### src/rtl/bet_ledger.sv
// Roulette bet ledger: records chip-backed bets from keyboard events, locks them
// during a spin, and clears the table once payout is done.
module bet_ledger #(
   parameter int MAX_BETS    = 12,
   parameter int HOLD_CYCLES = 100_000_000
) (
   input  logic                  clock,
   input  logic                  reset,
   input  logic                  key_valid,
   input  logic [5:0]            bet_opcode,
   input  logic [2:0]            chip_color,
   input  logic                  spin_done,
   output logic [8*MAX_BETS-1:0] bets_flat,
   output logic [3:0]            bet_count,
   output logic                  bet_received,
   output logic                  spin_req,
   output logic                  reject,
   output logic [1:0]            state
);

   localparam int          TW         = $clog2(HOLD_CYCLES + 1);
   localparam logic [5:0]  OP_SPIN    = 6'b111110;
   localparam logic [5:0]  OP_CANCEL  = 6'b111111;
   localparam logic [3:0]  COUNT_MAX  = 4'(MAX_BETS);
   localparam logic [TW-1:0] HOLD_LOAD = TW'(HOLD_CYCLES);

   typedef enum logic [1:0] {
      OPEN  = 2'b00,
      SPIN  = 2'b01,
      CLEAR = 2'b10
   } ledgerState_e;

   ledgerState_e    stateQ, stateD;
   logic            keyValidQ;
   logic [3:0]      countQ, countD;
   logic [7:0]      slotQ [MAX_BETS];
   logic [7:0]      slotD [MAX_BETS];
   logic [TW-1:0]   holdQ, holdD;
   logic            rejectQ, rejectD;

   logic keyEdge, isSpinKey, isCancelKey, isBetKey;
   logic accept, wipe;

   // The keyboard level can be held for many cycles, so only its rising edge counts.
   assign keyEdge     = key_valid & ~keyValidQ;
   assign isSpinKey   = (bet_opcode == OP_SPIN);
   assign isCancelKey = (bet_opcode == OP_CANCEL);
   assign isBetKey    = ~isSpinKey & ~isCancelKey;

   always_ff @(posedge clock or posedge reset) begin
      if (reset) begin
         stateQ <= OPEN;
      end else begin
         stateQ <= stateD;
      end
   end

   // Next-state and ledger update; a refused bet only raises reject and touches nothing else.
   always_comb begin
      stateD  = stateQ;
      countD  = countQ;
      slotD   = slotQ;
      holdD   = (holdQ != '0) ? holdQ - TW'(1) : holdQ;
      rejectD = 1'b0;
      accept  = 1'b0;
      wipe    = 1'b0;

      unique case (stateQ)
         OPEN: begin
            if (keyEdge && isBetKey) begin
               if (chip_color[2] && (countQ < COUNT_MAX)) begin
                  accept = 1'b1;
               end else begin
                  rejectD = 1'b1;
               end
            end else if (keyEdge && isSpinKey && (countQ != 4'd0)) begin
               stateD = SPIN;
            end else if (keyEdge && isCancelKey) begin
               wipe = 1'b1;
            end
         end
         SPIN: begin
            rejectD = keyEdge & isBetKey;
            if (spin_done) begin
               stateD = CLEAR;
               wipe   = 1'b1;
            end
         end
         CLEAR: begin
            rejectD = keyEdge & isBetKey;
            stateD  = OPEN;
            wipe    = 1'b1;
         end
         default: begin
            stateD = OPEN;
         end
      endcase

      if (accept) begin
         for (int i = 0; i < MAX_BETS; i++) begin
            if (countQ == 4'(i)) begin
               slotD[i] = {chip_color[1:0], bet_opcode};
            end
         end
         countD = countQ + 4'd1;
         holdD  = HOLD_LOAD;
      end

      // Leaving SPIN wipes on the same edge, so the slots never change while spinning.
      if (wipe) begin
         for (int i = 0; i < MAX_BETS; i++) begin
            slotD[i] = 8'h00;
         end
         countD = 4'd0;
         holdD  = '0;
      end
   end

   always_ff @(posedge clock or posedge reset) begin
      if (reset) begin
         keyValidQ <= 1'b0;
         countQ    <= 4'd0;
         holdQ     <= '0;
         rejectQ   <= 1'b0;
         for (int i = 0; i < MAX_BETS; i++) begin
            slotQ[i] <= 8'h00;
         end
      end else begin
         keyValidQ <= key_valid;
         countQ    <= countD;
         holdQ     <= holdD;
         rejectQ   <= rejectD;
         for (int i = 0; i < MAX_BETS; i++) begin
            slotQ[i] <= slotD[i];
         end
      end
   end

   always_comb begin
      bets_flat = '0;
      for (int i = 0; i < MAX_BETS; i++) begin
         bets_flat[8*i +: 8] = slotQ[i];
      end
   end

   assign bet_count    = countQ;
   assign bet_received = (holdQ != '0);
   assign spin_req     = (stateQ == SPIN);
   assign reject       = rejectQ;
   assign state        = stateQ;

endmodule

### config.mk
export PLATFORM = sky130hd
export DESIGN_NAME = bet_ledger
export DESIGN_NICKNAME = d
export VERILOG_FILES = /design/src/rtl/bet_ledger.sv
export SDC_FILE = /design/constraint.sdc
export NUM_CORES = 1
export LEC_CHECK = 0
export ABC_AREA = 1
export CORE_MARGIN = 2
export CORE_UTILIZATION = 45
export DETAILED_ROUTE_END_ITERATION = 7
export PLACE_DENSITY_LB_ADDON = 0.15
export SYNTH_ARGS = -nofsm -noshare
export SYNTH_HDL_FRONTEND = slang
export SYNTH_SLANG_ARGS = --single-unit
### constraint.sdc
create_clock -name clock -period 4.23 [get_ports clock]
set_input_delay 0.423 -clock clock [delete_from_list [all_inputs] [get_ports clock]]
set_output_delay 0.423 -clock clock [all_outputs]
set_load 0.005 [all_outputs]
# --- After elaboration in Yosys (flattened, before gate mapping) ---
# Index checks and enable logic that the tools add are counted.
# Widths: inputs -> output; s select.
classes:
  muxes: 34
  eq_ne: 18
  bitwise_logic: 6
  order_cmp: 1
  n_reduce_logical: 37
  add_sub_neg: 2
op_table:
  columns: ["cell", "n"]
  rows:
  - ["$mux 96", 2]
  - ["$mux 8", 12]
  - ["$mux 27", 3]
  - ["$reduce_bool 27->1", 1]
  - ["$sub 27x1->27 const B", 1]
  - ["$reduce_bool 2->1", 13]
  - ["$reduce_and 2->1", 12]
  - ["$eq 4x3->1 const B", 4]
  - ["$eq 4x4->1 const B", 4]
  - ["$eq 6x6->1 const B", 2]
  - ["$mux 1", 9]
  - ["$eq 4x2->1 const B", 2]
  - ["$mux 4", 2]
  - ["$mux 2", 3]
  - ["$ne 2x2->1 const B", 3]
  - ["$logic_and 1x1->1", 5]
  - ["$add 4x1->4 const B", 1]
  - ["$eq 4x1->1 const B", 1]
  - ["$logic_not 4->1", 1]
  - ["$lt 4x4->1 const B", 1]
  - ["$pmux 2 s2", 1]
  - ["$reduce_bool 4->1", 1]
  - ["$and 1x1->1", 3]
  - ["$not 1->1", 3]
  - ["other kinds (8)", 8]
word_totals:
  ff_bits: 131
  output_inout_bits: 105
  word_cells: 115

# --- Longest topological paths before layout ---
# Gate-level depths: netlist of run 1.
logic_depth:
  ltp_word: 9
  depth_mapped: 11
  mapped_depth_nobuf: 10

# --- Worst setup path before layout of run 1 ---
# Ideal clock, no wire load.
synth_timing:
  path_kind: "register to output"
  startpoint: "register holdQ[0]"
  endpoint: "output bet_received"
  stages_incl_launch_ff: 8
  path_buffers: 0
  t_arrival_ps: 1345
  required_time_ps: 3807
  slack_ps: 2462
  path_cell_list: "dfrtp_1 inv_1 ha_1 nand2_1 nor2_2 nand2_1 nor2_1 nand3_1"
synth_via:
  elab_chain_cells: 1
synth_rtl:
  columns: ["element", "line", "source"]
  rows:
  - ["from (decl)", "38", "logic [TW-1:0] holdQ, holdD;"]
  - ["from (signal assigned)", "131", "holdQ <= holdD;"]
  - ["$reduce_bool 27->1", "147", "assign bet_received = (holdQ != '0);"]
  - ["to (decl)", "15", "output logic bet_received,"]
# Every way passes these cells.

# --- Worst setup path in the final report of run 1 ---
# Ends and elaborated chain as after synthesis.

==> results.json, run 1 <==
{
  "drt_first_pass_iters": 5,
  "boundaryPins": 118,
  "power_density_nw_per_um2": 575,
  "grt_max_degree": 75,
  "route.vias.total": 5212,
  "cts_tree": "built",
  "setup_viol": 0,
  "clkSinkCount": 131,
  "place_congestion": 0.893,
  "grt-ovfl-total": 0,
  "required_ps": 3810,
  "die_w_microns": 120,
  "root_buffer": "clkbuf_16",
  "grt_pass1_wl_microns": 25700,
  "diodes": 0,
  "ctsHoldBuffers": 0,
  "final_cell_mix": "dfrtp_1 (131), nand3_1 (129), clkdlybuf4s50_1 (117)",
  "fin_skew_ps": 5.61,
  "initial_core_util": 0.460,
  "layout_commonest_cell": "dfrtp_1",
  "synth-seq-cells": 131,
  "finalPower_mw": 4.55,
  "grtUsageTotal": 0.232,
  "dp_hpwl_microns": 11400,
  "ys_warn_count": 0,
  "detail-route-antenna-nets": 0,
  "cts_resized": 0,
  "syn_nets": 716,
  "dp_cells": 958,
  "core_area_sq_um": 13200,
  "n_fill_cell": 1155,
  "slew_headroom": 0.401,
  "period_share": 0.669,
  "finalCriticalPeriod_ps": 2830,
  "die_h_microns": 120,
  "ys_seq_area_frac": 0.540,
  "synthDominantCellAreaShare": 0.540,
  "die_area_sq_um": 14400,
  "hp-class": "in -> reg",
  "vdd_drop_max_uv": 299,
  "clk_pin_slew_ps": 60,
  "synth_area_per_cell_sq_um": 8.76,
  "htreeDepth": 4,
  "tightest_slew_ps": 899,
  "drt_first_iter_violations": 457,
  "setup-tns-final_ps": 0,
  "wirelength_microns": 16000,
  "outcome": "finished clean",
  "wl_per_cell_microns": 16.1,
  "crit_path_end_kind": "primary output",
  "drive_above_1_share": 0.0897,
  "fin_util": 0.601,
  "clockBufferDepth": 2,
  "power_leakage_nw": 3.68,
  "crit_type": "reg -> out",
  "clk_latency_ps": 420,
  "antenna_found_initial": 0,
  "num_rows": 42,
  "hold_viol": 0,
  "synth_area_leader_cell": "dfrtp_1",
  "via_per_inst": 5.26,
  "finalMaxSlewViolations": 0,
  "yosys.cell_types.count": 30,
  "syn_area_sq_um": 6070,
  "first_global_vias": 4897,
  "crit_fanout": 6,
  "io_buffers": 117,
  "drc": 0,
  "post_cts_buffers": 0,
  "cts-buffers-inserted": 17,
  "syn_inst": 693,
  "rsz0062_at_grt": "false",
  "final_cell_count_no_fill": 990,
  "worstSetupStartpointType": "flip-flop",
  "finalNetCount": 824,
  "synth_area_leaders": "dfrtp_1 (54%), nand3_1 (11%), o21ai_0 (6.5%)",
  "maxCapViolCount": 0,
  "fmax_mhz": 353,
  "syn_to_final_growth_pct": 30.6,
  "critPathArrivalTime_ps": 2410
}
registers in the layout, indices dropped and copies added, names as in the netlist:
name / cells
bet_count: 4
reject: 1
state: 2
holdQ: 27
keyValidQ: 1
bets_flat: 96
where the power goes:
part / switching [mW] / internal, mW / leakage [nW]
clock network: 0.527 / 0.971 / 0.297
logic: 1.05 / 0.464 / 1.58
registers: 0.143 / 1.40 / 1.80
total: 1.72 / 2.83 / 3.68
routing by layer:
| metal | GRT usage | routed length (microns) | share of wire |
|---|---|---|---|
| met3 | 0.0618 | 945 | 0.059 |
| met1 | 0.315 | 7310 | 0.46 |
| met5 | 0 | 0 | 0 |
| met4 | 0.0853 | 331 | 0.021 |
| met2 | 0.358 | 7390 | 0.46 |
cell families after synthesis:
family / Yosys count / share of synthesized area
buffers and inverters: 97 / 0.0720
DFF: 131 / 0.540
xor gates and xnor gates: 5 / 0.00722
adders and majority gates: 10 / 0.0206
AOI/OAI and AO/OA: 115 / 0.0979
and+or+nand+nor: 335 / 0.262
critical path, cell delays in order (launching register included):
cell	delay, ps
dfrtp_1	370
inv_1	110
ha_1	280
nand2_1	180
nor2_2	240
nand2_1	120
nor2_1	130
nand3_1	100
clkdlybuf4s50_1	470
per-stage QoR:
step | cell area [sq um] | hold WS [ps] | setup WS, ps
final | 7920 | 492 | 1400
after global routing | 7920 | 498 | 1160
after CTS | 7920 | 472 | 1380
after detailed placement | 7320 | 502 | 1610
after global placement | 7320 | 494 | 1670
after floorplan | 6070 | 454 | 309
synthesized netlist by cell type:
master / count
o21ai_4: 1
dfrtp_1: 131
nand4_1: 10
nand3_2: 3
nor2_1: 73
o21ai_0: 79
nor2_2: 7
nand4_2: 2
buf_6: 3
nor3_1: 7
buf_4: 6
xnor2_1: 1
nand3_1: 129
a21oi_2: 1
o21ai_2: 1
xor2_1: 4
o21ai_1: 29
inv_2: 3
inv_4: 1
inv_1: 58
nand2_1: 86
nand2_2: 10
nor4_1: 1
clkbuf_1: 6
a21oi_1: 4
nand2_8: 1
or2_2: 1
buf_2: 20
nor2_4: 5
ha_1: 10
worst paths after layout:
check                           depth (start not counted)       endpoint          start  slack (ps)
min in group asynchronous                               2  bets_flat[78]          reset         540
max in group asynchronous                               3       state[0]          reset        2680
worst min-delay path                                    1      keyValidQ      key_valid         490
worst max register to register                          7  bets_flat[78]       state[1]        1770
worst max-delay path                                    8   bet_received       holdQ[0]        1400
worst min register to register                          2  bets_flat[94]  bets_flat[94]         510
area by class of cell:
cell class                 count  area, sq um  area share
clock buffer                  23          478      0.0603
sequential                   131         3280       0.414
clock inverter                 9          126      0.0160
timing repair buffer         124         1220       0.154
tap                          176          220      0.0278
multi-input combinational    465         2360       0.298
inverter                      62          238      0.0300
Power figures use the tool's default switching activity.
==> inputs of run 2 (changes only) <==
Clock period 4.23 ns to 2.3 ns, I/O delays scaled along.
==> run 2 against run 1 <==
- via count rose by 4.0%
- total power up 93%
- routed wire length grew 4.7%
- largest cell class unchanged
==> results.json, run 2 (synthesis results as in run 1) <==
{
  "clockBufferDepth": 2,
  "setup_viol": 0,
  "wl_per_cell_microns": 16.6,
  "fmax_mhz": 464,
  "grtUsageTotal": 0.241,
  "drc": 0,
  "outcome": "finished clean",
  "route.vias.total": 5423,
  "crit_path_end_kind": "primary output",
  "required_ps": 2070,
  "syn_to_final_growth_pct": 34.4,
  "drt_first_pass_iters": 4,
  "grt-ovfl-total": 0,
  "crit_type": "reg -> out",
  "finalNetCount": 839,
  "maxCapViolCount": 0,
  "dp_cells": 968,
  "final_cell_count_no_fill": 1005,
  "htreeDepth": 4,
  "ff_latch_area_sq_um": 3280,
  "met1_length_microns": 7190,
  "holdWs_ps": 86.9,
  "finalCriticalPeriod_ps": 2160,
  "crit_fanout": 6,
  "critPathArrivalTime_ps": 1930,
  "drive_above_1_share": 0.113,
  "setup-tns-final_ps": 0,
  "finalMaxSlewViolations": 0,
  "die_w_microns": 120,
  "highest_layer": "met4",
  "period_share": 0.938,
  "wl_met2_microns": 8090,
  "cts_tree": "built",
  "power_density_nw_per_um2": 1080,
  "root_buffer": "clkbuf_16",
  "power_leakage_nw": 3.79,
  "io_buffers": 117,
  "slew_headroom": 0.637,
  "num_rows": 42,
  "final_cell_mix": "dfrtp_1 (131), nand3_1 (129), clkdlybuf4s50_1 (116)",
  "first_global_vias": 5166,
  "place_congestion": 0.938,
  "cts-buffers-inserted": 17,
  "finalPower_mw": 8.78,
  "drt_first_iter_violations": 412,
  "boundaryPins": 118,
  "ctsHoldBuffers": 0,
  "dr_wl_met3_microns": 810,
  "fin_skew_ps": 8.76,
  "die_area_sq_um": 14400,
  "worstSetupStartpointType": "flip-flop",
  "layout_commonest_cell": "dfrtp_1",
  "hold_viol": 0,
  "dp_hpwl_microns": 11500,
  "vdd_drop_max_uv": 648,
  "detail-route-antenna-nets": 0,
  "hp-class": "in -> async",
  "grt_pass1_wl_microns": 26800,
  "tightest_slew_ps": 542,
  "clkSinkCount": 131,
  "clk_pin_slew_ps": 60,
  "wirelength_microns": 16700,
  "n_fill_cell": 1107,
  "die_h_microns": 120,
  "diodes": 0,
  "antenna_found_initial": 0,
  "grt_max_degree": 71,
  "core_area_sq_um": 13200,
  "multiInputGateArea_sq_um": 2370,
  "initial_core_util": 0.460,
  "via_per_inst": 5.40,
  "largest_register_ffs": 96,
  "rsz0062_at_grt": "false",
  "clk_latency_ps": 420
}
run 2: cell count changes in the layout (fill, tap and decap cells not counted), moves of 3 or more:
cell / delta
clkinv_4: +3
buf_4: +10
clkinv_2: -4
clkbuf_8: +3
clkbuf_1: -3
buf_12: +5
run 2: worst paths after layout:
kind                          startpoint             to  slack (ps)  cells past startpoint
setup / recovery                holdQ[1]   bet_received         140                      8
hold / removal                     reset  bets_flat[76]          90                      2
setup reg to reg                state[0]  bets_flat[68]         290                      9
hold reg to reg            bets_flat[74]  bets_flat[74]         510                      2
max in group asynchronous          reset   bet_count[2]        1580                      3
min in group clock             key_valid      keyValidQ         290                      1
run 2: routing by layer:
layer  GRT usage  up-vias
met5           0        -
met4       0.118        0
met3      0.0513       44
met2       0.386      186
met1       0.310     2644
li1            -     2549
run 2: critical path: stages, from the launching register on:
cell	delay (ps)
dfrtp_1	400
inv_1	100
ha_4	170
nand2_2	100
nor2_2	140
nand2_1	90
nor2_1	150
nand3_1	80
dlygate4sd2_1	270
run 2: what timing repair did:
item,4_1_cts,5_1_grt
buffers inserted,5,0
gates resized for setup,5,0
endpoints found under the setup margin,1,0
run 2: layout make-up:
class,instances,share of cell area
Inverter,62,0.0293
Clock inverter,9,0.0173
Clock buffer,23,0.0623
Timing Repair Buffer,139,0.171
Tap cell,176,0.0270
Multi-Input combinational cell,465,0.291
Sequential cell,131,0.402
run 2: power breakdown:
part	leakage [nW]	switching, mW	internal, mW	total (mW)
sequential	1.80	0.256	2.58	2.83
clock	0.317	1.01	1.89	2.90
combinational	1.67	2.01	1.05	3.05
total	3.79	3.27	5.51	8.78
run 2: per-stage QoR:
step | setup slack [ps] | util | instance area (sq um)
after detailed placement | 195 | 0.565 | 7460
after floorplan | 447 | - | 6070
final | 143 | 0.618 | 8160
after global placement | 265 | 0.565 | 7460
after global routing | 10.8 | 0.618 | 8160
after CTS | 145 | 0.618 | 8160
==> inputs of run 3 (changes only) <==
--- a/config.mk
+++ b/config.mk
@@ -11,5 +11,7 @@
 export DETAILED_ROUTE_END_ITERATION = 7
 export PLACE_DENSITY_LB_ADDON = 0.15
+export REMOVE_ABC_BUFFERS = 1
 export SYNTH_ARGS = -nofsm -noshare
 export SYNTH_HDL_FRONTEND = slang
 export SYNTH_SLANG_ARGS = --single-unit
+export TNS_END_PERCENT = 5
==> constraint.sdc (replaced) <==
create_clock -name clock -period 2.3 [get_ports clock]
set_input_delay 0.46 -clock clock [delete_from_list [all_inputs] [get_ports clock]]
set_output_delay 0.46 -clock clock [all_outputs]
set_load 0.005 [all_outputs]
==> run 3 against run 2 <==
- utilization increased by 0.81 points
- design area up 1.3%
- via count fell by 1.4%
- register-to-register slack improved by 50 ps
- routed wire length grew 0.96%
- critical path depth stayed put
- first-iteration DRC count is 2.7% higher
- critical endpoint unchanged
- hold slack improved by 190 ps
- combinational power rose by 7%
==> results.json, run 3 (synthesis results as in run 1) <==
{
  "p_int_mw": 5.48,
  "ctsHoldBuffers": 0,
  "rsz0062_at_grt": "false",
  "r2r_cells": 8,
  "holdWs_ps": 281,
  "combinationalPowerShare": 0.368,
  "dp_hpwl_microns": 11700,
  "drc": 0,
  "power_density_nw_per_um2": 1070,
  "detail-route-antenna-nets": 0,
  "dp_cells": 977,
  "vdd_drop_max_uv": 563,
  "maxCapViolCount": 0,
  "drt_first_pass_iters": 5,
  "power_frac_clock": 0.310,
  "route.vias.total": 5348,
  "power_leakage_nw": 3.84,
  "io_buffers": 117,
  "fmax_mhz": 452,
  "grt_use_met1": 0.325,
  "hold_viol": 0,
  "largest_register_ffs": 96,
  "drive_above_1_share": 0.133,
  "critPathArrivalTime_ps": 1750,
  "finalCriticalPeriod_ps": 2210,
  "cts-buffers-inserted": 17,
  "p_switching_mw": 3.35,
  "hp-class": "in -> async",
  "antenna_found_initial": 0,
  "first_global_vias": 5255,
  "wirelength_microns": 16900,
  "layout_commonest_cell": "dfrtp_1",
  "crit_path_end_kind": "primary output",
  "setup_viol": 0,
  "slowest_stage": "dfrtp_1",
  "boundaryPins": 118,
  "grt_util_met2": 0.385,
  "diodes": 0,
  "clkSinkCount": 131,
  "initial_core_util": 0.460,
  "use_met3": 0.0651,
  "die_h_microns": 120,
  "crit_fanout": 2,
  "seqPwrFrac": 0.322,
  "slew_headroom": 0.667,
  "dp_slack_ps": 2.37,
  "drt_first_iter_violations": 423,
  "clk_latency_ps": 420,
  "grtUsageTotal": 0.245,
  "tightest_slew_ps": 498,
  "final_cell_mix": "dfrtp_1 (130), nand3_1 (129), clkdlybuf4s50_1 (116)",
  "grt_max_degree": 61,
  "busiest_layer": "met2",
  "grt-ovfl-total": 0,
  "num_rows": 42,
  "postLayoutSetupSlackWorst_ps": 88.0,
  "final_cell_count_no_fill": 1016,
  "finalNetCount": 850,
  "die_w_microns": 120,
  "n_fill_cell": 1094,
  "finalMaxSlewViolations": 0,
  "clk_pin_slew_ps": 60,
  "root_buffer": "clkbuf_16",
  "syn_to_final_growth_pct": 36.2,
  "grt_pass1_wl_microns": 27400,
  "fin_skew_ps": 8.91,
  "crit_type": "reg -> out",
  "cts_tree": "built",
  "clockBufferDepth": 2,
  "finalPower_mw": 8.83,
  "slowest_delay_ps": 390,
  "via_per_inst": 5.26,
  "htreeDepth": 4,
  "period_share": 0.962,
  "switching_share": 0.379,
  "path_cells": "inv_2 > ha_4 > nand2_1 > nor2_2 > nand2_2 > nor2_4 > nand3_1 > clkdlybuf4s15_1",
  "die_area_sq_um": 14400,
  "place_congestion": 0.875,
  "required_ps": 1840,
  "outcome": "finished clean",
  "worstSetupStartpointType": "flip-flop",
  "wl_per_cell_microns": 16.6,
  "core_area_sq_um": 13200
}
[run 3: changes by cell type in the layout (fill, tap and decap cells not counted), sizes merged]
cell | before | now
clkinvlp | 2 | 4
clkinv | 3 | 4
dlygate4sd2 | 1 | 0
bufinv | 3 | 2
clkbuf | 23 | 21
clkdlybuf4s15 | 0 | 1
buf | 22 | 33
[run 3: path summary, 6_finish.rpt]
path	start	endpoint	slack [ps]
min in group clock	bets_flat[43]	bets_flat[43]	510
worst max-delay path	holdQ[0]	bet_received	90
worst min register to register	bets_flat[43]	bets_flat[43]	510
worst min-delay path	reset	bets_flat[87]	280
worst max register to register	state[1]	holdQ[24]	340
max in group asynchronous	reset	holdQ[5]	1350
[run 3: per-layer routing]
| metal | part of all wire | up-vias |
|---|---|---|
| met5 | 0 | - |
| met4 | 0.018 | 0 |
| met3 | 0.061 | 23 |
| met2 | 0.47 | 163 |
| met1 | 0.45 | 2600 |
| li1 | - | 2562 |
[run 3: layout make-up]
cell class | count | area [sq um] | share of cell area
inverter | 62 | 238 | 0.0288
clock inverter | 11 | 126 | 0.0153
sequential | 131 | 3280 | 0.397
multi-input combinational | 465 | 2400 | 0.291
clock buffer | 21 | 480 | 0.0581
timing repair buffer | 150 | 1520 | 0.184
tap | 176 | 220 | 0.0266
[run 3: stage by stage]
stage / setup TNS, ps / cell area, sq um / utilization
after detailed placement: 0 / 7560 / 0.573
after floorplan: -259060 / 5870 / -
after global routing: 0 / 8260 / 0.627
final: 0 / 8260 / 0.627
after global placement: 0 / 7560 / 0.573
after CTS: 0 / 8220 / 0.623
[run 3: power by group through the flow]
stage / Clock (mW) / Combinational [mW] / Sequential (mW)
2_1_floorplan: 0 / 1.88 / 2.80
3_3_place_gp: 0 / 3.05 / 2.85
3_5_place_dp: 0 / 3.09 / 2.85
4_1_cts: 2.76 / 3.18 / 2.83
5_1_grt: 2.87 / 3.63 / 2.88
6_report: 2.74 / 3.25 / 2.84
[run 3: repair_timing]
item                                    in CTS  in global routing
gates resized for setup                      9                  7
buffers inserted                             4                  3
cloned                                       0                  0
endpoints found under the setup margin       1                  1
endpoints found under the hold margin        0                  0
pin swaps                                    4                  3
[run 3: worst max-delay path: cells and delay by family, from the launching register on]
family                   cells  cell delay (ps)
adder cells (fa/ha/maj)      1              130
buffers and inverters        2              290
flip-flops                   1              390
AND/OR/NAND/NOR              5              530
